[src/rtl/entrada_digitos_rgb_pkg.sv]
// ---------------------------------------------------------------------------
// entrada_rgb_pkg
// Shared definitions for the keypad-entry buffer: key codes, FSM state
// encoding and width helpers used by the interface, the serial BCD
// converter and the top level.
// ---------------------------------------------------------------------------
package entrada_rgb_pkg;

    localparam logic [4:0] COD_BORRAR  = 5'd10;
    localparam logic [4:0] COD_ENTER   = 5'd11;
    localparam logic [4:0] COD_LIMPIAR = 5'd12;
    localparam logic [4:0] COD_BLANCO  = 5'd16;

    typedef enum logic [1:0] {
        CARGA,
        CONVERTIR,
        COMPLETO
    } estado_t;

    // Bits needed to hold 10^nDigitos - 1. 10^n is never a power of two,
    // so clog2(10^n) always covers the largest n-digit number.
    function automatic int accWidth(input int nDigitos);
        int limite;
        limite = 1;
        for (int i = 0; i < nDigitos; i++) begin
            limite = limite * 10;
        end
        return $clog2(limite);
    endfunction

    // Index/counter width that never collapses to zero bits.
    function automatic int fieldWidth(input int nValores);
        return (nValores > 1) ? $clog2(nValores) : 1;
    endfunction

endpackage

[src/rtl/entrada_digitos_rgb_if.sv]
// ---------------------------------------------------------------------------
// entrada_digitos_rgb_if
// Bundles the keypad-side inputs and the display/PWM-side outputs of the
// entry buffer.
//   digito        key code (0-9 digit, 10 BORRAR, 11 ENTER, 12 LIMPIAR)
//   cambio_digito one-cycle strobe qualifying digito
//   digitos       display buffer, 5 bits per slot, slot 0 = units
//   cont          number of digits held
//   canal         channel currently being entered
//   valores       confirmed values, channel 0 in the LSBs
//   ocupado       conversion in progress
//   error         one-cycle overflow pulse
//   listo         one-cycle pulse when the last channel is stored
// master: keypad/consumer side. slave: the entry buffer.
// ---------------------------------------------------------------------------
interface entrada_digitos_rgb_if
    import entrada_rgb_pkg::*;
#(
    parameter int N_CANALES = 3,
    parameter int N_DIGITOS = 3,
    parameter int VALOR_W   = 8
);
    localparam int CONT_W  = fieldWidth(N_DIGITOS + 1);
    localparam int CANAL_W = fieldWidth(N_CANALES);

    logic [4:0]                     digito;
    logic                           cambio_digito;
    logic [5*N_DIGITOS-1:0]         digitos;
    logic [CONT_W-1:0]              cont;
    logic [CANAL_W-1:0]             canal;
    logic [VALOR_W*N_CANALES-1:0]   valores;
    logic                           ocupado;
    logic                           error;
    logic                           listo;

    modport master (
        output digito, cambio_digito,
        input  digitos, cont, canal, valores, ocupado, error, listo
    );

    modport slave (
        input  digito, cambio_digito,
        output digitos, cont, canal, valores, ocupado, error, listo
    );

endinterface

[src/rtl/entrada_digitos_rgb_conv.sv]
// ---------------------------------------------------------------------------
// bcd_a_binario_serie
// Serial decimal-to-binary converter: one BCD slot per cycle, most
// significant first, acc = acc*10 + d. Blank slots (any code above 9)
// leave the accumulator alone, so leading blanks are harmless.
//   clk, rst   clock, synchronous active-high reset
//   i_start    load acc = 0 and idx = N_DIGITOS-1, begin converting
//   i_digito   slot selected by o_idx (the digit stream)
//   o_idx      slot the converter wants this cycle
//   o_done     high during the cycle of the last slot
//   o_result   accumulator including the current slot; final when o_done
// ---------------------------------------------------------------------------
module bcd_a_binario_serie
    import entrada_rgb_pkg::*;
#(
    parameter int N_DIGITOS = 3,
    localparam int ACC_W    = accWidth(N_DIGITOS),
    localparam int IDX_W    = fieldWidth(N_DIGITOS)
)(
    input  logic             clk,
    input  logic             rst,
    input  logic             i_start,
    input  logic [4:0]       i_digito,
    output logic [IDX_W-1:0] o_idx,
    output logic             o_done,
    output logic [ACC_W-1:0] o_result
);

    logic [ACC_W-1:0] r_acc;
    logic [IDX_W-1:0] r_idx;
    logic             r_busy;
    logic [ACC_W-1:0] w_accNext;

    // Next accumulator value for the slot being presented. Exposed directly
    // so the owner can store the final result on the same edge as the last
    // slot instead of waiting an extra cycle.
    always_comb begin
        w_accNext = r_acc;
        if (i_digito <= 5'd9) begin
            w_accNext = (r_acc * ACC_W'(10)) + ACC_W'(i_digito);
        end
    end

    // Walk the slots from the top down; busy drops after the units slot.
    always_ff @(posedge clk) begin
        if (rst) begin
            r_acc  <= '0;
            r_idx  <= '0;
            r_busy <= 1'b0;
        end else if (i_start) begin
            r_acc  <= '0;
            r_idx  <= IDX_W'(N_DIGITOS - 1);
            r_busy <= 1'b1;
        end else if (r_busy) begin
            r_acc <= w_accNext;
            if (r_idx == '0) begin
                r_busy <= 1'b0;
            end else begin
                r_idx <= r_idx - IDX_W'(1);
            end
        end
    end

    assign o_idx    = r_idx;
    assign o_done   = r_busy && (r_idx == '0);
    assign o_result = w_accNext;

endmodule

[src/rtl/entrada_digitos_rgb.sv]
// ---------------------------------------------------------------------------
// entrada_digitos_rgb
// Keypad-entry buffer for N_CANALES colour channels of up to N_DIGITOS
// decimal digits each. Digits shift in at the units slot; BORRAR removes
// the last digit, LIMPIAR blanks the entry, ENTER converts the entry to
// binary (N_DIGITOS cycles) and stores it for the current channel.
//   clk, rst   clock, synchronous active-high reset (highest priority)
//   bus        entrada_digitos_rgb_if.slave (see interface for signals)
// Build option SATURACION_EN: an overflowing entry stores VALOR_MAX and
// advances; without it the entry is discarded and the channel re-entered.
// Both variants pulse error on overflow.
// ---------------------------------------------------------------------------
module entrada_digitos_rgb
    import entrada_rgb_pkg::*;
#(
    parameter int N_CANALES = 3,
    parameter int N_DIGITOS = 3,
    parameter int VALOR_W   = 8,
    parameter int VALOR_MAX = 255
)(
    input  logic                  clk,
    input  logic                  rst,
    entrada_digitos_rgb_if.slave  bus
);

    localparam int CONT_W  = fieldWidth(N_DIGITOS + 1);
    localparam int CANAL_W = fieldWidth(N_CANALES);
    localparam int IDX_W   = fieldWidth(N_DIGITOS);
    localparam int ACC_W   = accWidth(N_DIGITOS);

    estado_t             r_estado;
    logic [4:0]          r_digitos [N_DIGITOS];
    logic [CONT_W-1:0]   r_cont;
    logic [CANAL_W-1:0]  r_canal;
    logic [VALOR_W-1:0]  r_valores [N_CANALES];
    logic                r_ocupado;
    logic                r_error;
    logic                r_listo;

    logic                w_start;
    logic [IDX_W-1:0]    w_idx;
    logic                w_done;
    logic [ACC_W-1:0]    w_result;
    logic                w_overflow;
    logic                w_avanza;
    logic [VALOR_W-1:0]  w_valorGuardar;

    // ENTER is honoured only while loading and with at least one digit.
    assign w_start = (r_estado == CARGA) && bus.cambio_digito &&
                     (bus.digito == COD_ENTER) && (r_cont != '0);

    bcd_a_binario_serie #(
        .N_DIGITOS (N_DIGITOS)
    ) u_conv (
        .clk      (clk),
        .rst      (rst),
        .i_start  (w_start),
        .i_digito (r_digitos[w_idx]),
        .o_idx    (w_idx),
        .o_done   (w_done),
        .o_result (w_result)
    );

    assign w_overflow = int'(w_result) > VALOR_MAX;

    // What happens to an overflowing entry depends on the build: either it
    // is clamped and treated as legal, or it is thrown away.
`ifdef SATURACION_EN
    assign w_avanza       = 1'b1;
    assign w_valorGuardar = w_overflow ? VALOR_W'(VALOR_MAX) : VALOR_W'(w_result);
`else
    assign w_avanza       = !w_overflow;
    assign w_valorGuardar = VALOR_W'(w_result);
`endif

    // Main FSM. All outputs are registered here; error and listo default to
    // zero every cycle so they come out as single-cycle pulses.
    always_ff @(posedge clk) begin
        if (rst) begin
            r_estado  <= CARGA;
            r_cont    <= '0;
            r_canal   <= '0;
            r_ocupado <= 1'b0;
            r_error   <= 1'b0;
            r_listo   <= 1'b0;
            for (int i = 0; i < N_DIGITOS; i++) r_digitos[i] <= COD_BLANCO;
            for (int c = 0; c < N_CANALES; c++) r_valores[c] <= '0;
        end else begin
            r_error <= 1'b0;
            r_listo <= 1'b0;
            case (r_estado)
                CARGA: begin
                    if (bus.cambio_digito) begin
                        if (bus.digito <= 5'd9) begin
                            if (r_cont < CONT_W'(N_DIGITOS)) begin
                                for (int i = N_DIGITOS - 1; i > 0; i--) begin
                                    r_digitos[i] <= r_digitos[i-1];
                                end
                                r_digitos[0] <= bus.digito;
                                r_cont       <= r_cont + CONT_W'(1);
                            end
                        end else if (bus.digito == COD_BORRAR) begin
                            if (r_cont != '0) begin
                                for (int i = 0; i < N_DIGITOS - 1; i++) begin
                                    r_digitos[i] <= r_digitos[i+1];
                                end
                                r_digitos[N_DIGITOS-1] <= COD_BLANCO;
                                r_cont <= r_cont - CONT_W'(1);
                            end
                        end else if (bus.digito == COD_LIMPIAR) begin
                            for (int i = 0; i < N_DIGITOS; i++) r_digitos[i] <= COD_BLANCO;
                            r_cont <= '0;
                        end else if (w_start) begin
                            r_estado  <= CONVERTIR;
                            r_ocupado <= 1'b1;
                        end
                    end
                end

                CONVERTIR: begin
                    // Keys are dropped here; only the converter's last slot matters.
                    if (w_done) begin
                        r_ocupado <= 1'b0;
                        r_error   <= w_overflow;
                        r_cont    <= '0;
                        for (int i = 0; i < N_DIGITOS; i++) r_digitos[i] <= COD_BLANCO;
                        if (w_avanza) begin
                            r_valores[r_canal] <= w_valorGuardar;
                            if (r_canal == CANAL_W'(N_CANALES - 1)) begin
                                r_listo  <= 1'b1;
                                r_estado <= COMPLETO;
                            end else begin
                                r_canal  <= r_canal + CANAL_W'(1);
                                r_estado <= CARGA;
                            end
                        end else begin
                            r_estado <= CARGA;
                        end
                    end
                end

                COMPLETO: begin
                    if (bus.cambio_digito && (bus.digito == COD_LIMPIAR)) begin
                        r_canal  <= '0;
                        r_cont   <= '0;
                        r_estado <= CARGA;
                        for (int i = 0; i < N_DIGITOS; i++) r_digitos[i] <= COD_BLANCO;
                        for (int c = 0; c < N_CANALES; c++) r_valores[c] <= '0;
                    end
                end

                default: r_estado <= CARGA;
            endcase
        end
    end

    // Flatten the slot and channel arrays onto the interface buses.
    for (genvar g = 0; g < N_DIGITOS; g++) begin : g_digitos
        assign bus.digitos[5*g +: 5] = r_digitos[g];
    end

    for (genvar g = 0; g < N_CANALES; g++) begin : g_valores
        assign bus.valores[VALOR_W*g +: VALOR_W] = r_valores[g];
    end

    assign bus.cont    = r_cont;
    assign bus.canal   = r_canal;
    assign bus.ocupado = r_ocupado;
    assign bus.error   = r_error;
    assign bus.listo   = r_listo;

endmodule

[src/flat_wrapper.sv]
// flat-port wrapper written by rule: the top's interface ports become plain ports
module entrada_digitos_rgb_flat import entrada_rgb_pkg::*;
#(
    parameter int N_CANALES = 3,
    parameter int N_DIGITOS = 3,
    parameter int VALOR_W   = 8,
    parameter int VALOR_MAX = 255
)
  (clk, rst, bus_digito, bus_cambio_digito, bus_digitos, bus_cont, bus_canal, bus_valores, bus_ocupado, bus_error, bus_listo);
  entrada_digitos_rgb_if #(.N_CANALES(N_CANALES), .N_DIGITOS(N_DIGITOS), .VALOR_W(VALOR_W)) bus_i ();
  input  logic clk;
  input  logic rst;
  input wire logic [$bits(bus_i.digito)-1:0] bus_digito;
  input wire logic [$bits(bus_i.cambio_digito)-1:0] bus_cambio_digito;
  output wire logic [$bits(bus_i.digitos)-1:0] bus_digitos;
  output wire logic [$bits(bus_i.cont)-1:0] bus_cont;
  output wire logic [$bits(bus_i.canal)-1:0] bus_canal;
  output wire logic [$bits(bus_i.valores)-1:0] bus_valores;
  output wire logic [$bits(bus_i.ocupado)-1:0] bus_ocupado;
  output wire logic [$bits(bus_i.error)-1:0] bus_error;
  output wire logic [$bits(bus_i.listo)-1:0] bus_listo;
  assign bus_i.digito = bus_digito;
  assign bus_i.cambio_digito = bus_cambio_digito;
  assign bus_digitos = bus_i.digitos;
  assign bus_cont = bus_i.cont;
  assign bus_canal = bus_i.canal;
  assign bus_valores = bus_i.valores;
  assign bus_ocupado = bus_i.ocupado;
  assign bus_error = bus_i.error;
  assign bus_listo = bus_i.listo;
  entrada_digitos_rgb #(.N_CANALES(N_CANALES), .N_DIGITOS(N_DIGITOS), .VALOR_W(VALOR_W), .VALOR_MAX(VALOR_MAX)) u_core (.clk(clk), .rst(rst), .bus(bus_i));
endmodule
[config.mk]
export PLATFORM = sky130hd
export DESIGN_NAME = entrada_digitos_rgb_flat
export DESIGN_NICKNAME = d
export VERILOG_FILES = /design/src/rtl/entrada_digitos_rgb_pkg.sv /design/src/rtl/entrada_digitos_rgb_if.sv /design/src/rtl/entrada_digitos_rgb_conv.sv /design/src/rtl/entrada_digitos_rgb.sv /design/src/flat_wrapper.sv
export SDC_FILE = /design/constraint.sdc
export NUM_CORES = 1
export LEC_CHECK = 0
export CAP_MARGIN = 20
export CORE_ASPECT_RATIO = 1.4
export CORE_UTILIZATION = 58
export DETAILED_ROUTE_END_ITERATION = 10
export PLACE_DENSITY = 0.88
export SKIP_LAST_GASP = 1
export SLEW_MARGIN = 20
export SYNTH_ARGS = -nofsm -noshare
export SYNTH_HDL_FRONTEND = slang
export SYNTH_HIERARCHICAL = 1
export SYNTH_SLANG_ARGS = --single-unit
[constraint.sdc]
create_clock -name clk -period 6.55 [get_ports clk]
set_clock_uncertainty 0.1 [all_clocks]
set_input_delay 0.655 -clock clk [delete_from_list [all_inputs] [get_ports clk]]
set_output_delay 0.655 -clock clk [all_outputs]
set_load 0.005 [all_outputs]
==> out/results.tsv <==
metric	value	unit
status	completed	
clk_pin_slew	0.07	ns
syn_inst	323	
pwr-share-clk	40.3	%
setup_viol	0	
cp.required	6.47	ns
post-route-period-util	69.9	%
grt_pass1_vias	2690	
ioPinCount	54	
yosysTopAreaCell	edfxtp_1	
fillers	380	
drt_iter0_drc	185	
fmax	0.219	GHz
syn_to_final_growth	21.8	%
die_w	67.7	um
crit_slowest_cell	nor4_4	
cts_tree	yes	
drc	0	
wl_per_cell	18.0	um
synth_top_area_share	33.5	%
pwr-share-comb	7.6	%
clockBufferDepth	2	
syn_nets	357	
swShare	23.4	%
synthArstFlopShare	0	%
portBuffers	53	
yosysUniqueCellTypes	67	
htree_levels	3	
multi_input_area	1780	um^2
grt_pass1_wl	13200	um
synth_edf_count	39	
synth_common_cells	edfxtp_1 (39), nor2_1 (32), and3_1 (30)	
syn_area_per_cell	10.8	um^2
final-max-slew-violation-count	0	
place_congestion	0.944	
vdd_drop_max	0.195	mV
start_kind	flip-flop	
cts_setup_buffers	0	
clkSinkCount	61	
num_vias	2793	
yosysWarnings	6	
grt_max_degree	28	
hold_class	reg -> reg	
coreArea	5820	um^2
routed_wl	8100	um
regArea	1610	um^2
first_pass_iters	7	
antenna_cells	0	
tns	0	ns
via_per_inst	6.21	
finalNetCount	409	
total_power	0.000817	W
dpl.hpwl	5860	um
cts_inserted_buffers	9	
fin_area	4260	um^2
grt_use_total	28.5	%
max_cap_violations	0	
dieHeight	93.9	um
maxSlewHeadroom	35.8	%
p_int	0.000626	W
dieArea	6350	um^2
pwr-share-seq	52.2	%
crit_fanout	27	
overflow	0	
p_switching	0.000191	W
dpl-instance-area	4070	um^2
hold_viol	0	
cts_hold_buf	0	
synth_area	3500	um^2
cp.arrival	4.49	ns
power_density	192	nW/um^2
synthTopCellsByArea	edfxtp_1 (33%), dfxtp_1 (13%), ha_1 (8.6%), and3_1 (5.4%), nor2_1 (3.4%)	
rsz0062_at_grt	no	
finalCriticalPeriod	4.58	ns
critical_path_class	reg -> reg	
cts-root-buf	clkbuf_8	
endpoint_kind	flip-flop	
ant_nets	0	
path_cells	ha_1 -> ha_1 -> fa_1 -> a211oi_1 -> o22ai_1 -> nor4b_2 -> xnor3_1 -> a21oi_1 -> nor4_4 -> and2_1 -> a211o_1	
yosysMostFrequentCell	edfxtp_1	
cts_resized	0	
tightestPinTransition	0.956	ns
drive_gt1_share	9.74	%
cp_common_cell	ha_1	
synth_ff_type	edfxtp_1	
ys_seq_elements	61	
p_leak	1.75	nW
yosysSeqAreaShare	46.0	%
rows	33	
max_stage_delay	0.86	ns
start_util	60.1	%
clk_latency	0.34	ns
antenna_found_initial	0	
[worst max-delay path, delay by kind of cell (launching register included)]
family,cells,cell delay [ns]
compound gates,4,1.01
xor+xnor,1,0.31
fa+ha+maj,3,0.92
flops,1,0.42
simple gates,3,1.49
[state kept, by name, indices dropped and copies added, names as in the netlist]
name,cells
u_core/bus.error,1
u_core/r_estado,2
u_core/r_digitos,15
u_core/bus.ocupado,1
u_core/bus.canal,2
u_core/u_conv/r_busy,1
u_core/bus.cont,2
u_core/bus.listo,1
u_core/u_conv/o_idx,2
u_core/u_conv/r_acc,10
u_core/r_valores,24
[cell type report]
| cell class | count | area share, % |
|---|---|---|
| Clock buffer | 10 | 2.99 |
| Clock inverter | 6 | 1.47 |
| Inverter | 15 | 1.32 |
| Multi-Input combinational cell | 234 | 41.7 |
| Sequential cell | 61 | 37.8 |
| Tap cell | 70 | 2.05 |
| Timing Repair Buffer | 54 | 12.6 |
[per-stage QoR]
step,hold slack (ns),utilization (%),setup slack (ns),instances
floorplan,0.360,-,2.84,323
finish,0.418,73.2,1.97,450
CTS,0.413,73.2,2.08,450
global route,0.464,73.2,1.64,450
detailed placement,0.400,70.0,2.08,434
global placement,0.390,70.0,2.34,434
[power by group through the flow]
stage	combinational, W	sequential [W]	clock, W
2_1_floorplan	0.0000262	0.000434	0
3_3_place_gp	0.0000597	0.000434	0
3_5_place_dp	0.0000612	0.000435	0
4_1_cts	0.0000618	0.000426	0.000331
5_1_grt	0.0000671	0.000427	0.000347
6_report	0.0000618	0.000426	0.000329
[final timing paths]
path / from / cells after the start / end / slack (ns)
max reg2reg: u_core/u_conv/r_acc[1] / 11 / u_core/r_valores[2][6] / 1.97
min: u_core/u_conv/r_acc[7] / 2 / u_core/u_conv/r_acc[7] / 0.42
max: u_core/u_conv/r_acc[1] / 11 / u_core/r_valores[2][6] / 1.97
min reg2reg: u_core/u_conv/r_acc[7] / 2 / u_core/u_conv/r_acc[7] / 0.42
[logic make-up (layout without fill, tap and decap cells)]
logic type / after synthesis / count (layout) / synth area share (%)
adder cells (fa/ha/maj): 26 / 26 / 9.72
XOR/XNOR: 9 / 9 / 2.65
flip-flops: 61 / 61 / 46.0
buffers and inverters: 28 / 85 / 3.11
AND/OR/NAND/NOR: 107 / 107 / 17.7
AO/OA/AOI/OAI: 73 / 73 / 14.9
multiplexers: 19 / 19 / 5.86
[layout by cell type, fill, tap and decap left out, drive strengths merged, types with 5 or more instances in the layout]
master and instances:
o21ai 15, mux2i 10, clkdlybuf4s50 53, and3 30
dfxtp 22, xnor2 6, a211oi 5, nand2 12
clkbuf 10, edfxtp 39, mux2 9, a22oi 8
inv 16, nor2b 5, ha 24, nor2 32
a21oi 16
[routing by layer]
metal / GRT usage (%) / wire [um] / vias to the layer above
li1: - / - / 1317
met1: 33.2 / 3110 / 1331
met2: 48.4 / 4300 / 123
met3: 6.07 / 406 / 22
met4: 12.9 / 271 / 0
met5: 0 / 0 / -
Power figures use the tool's default switching activity.
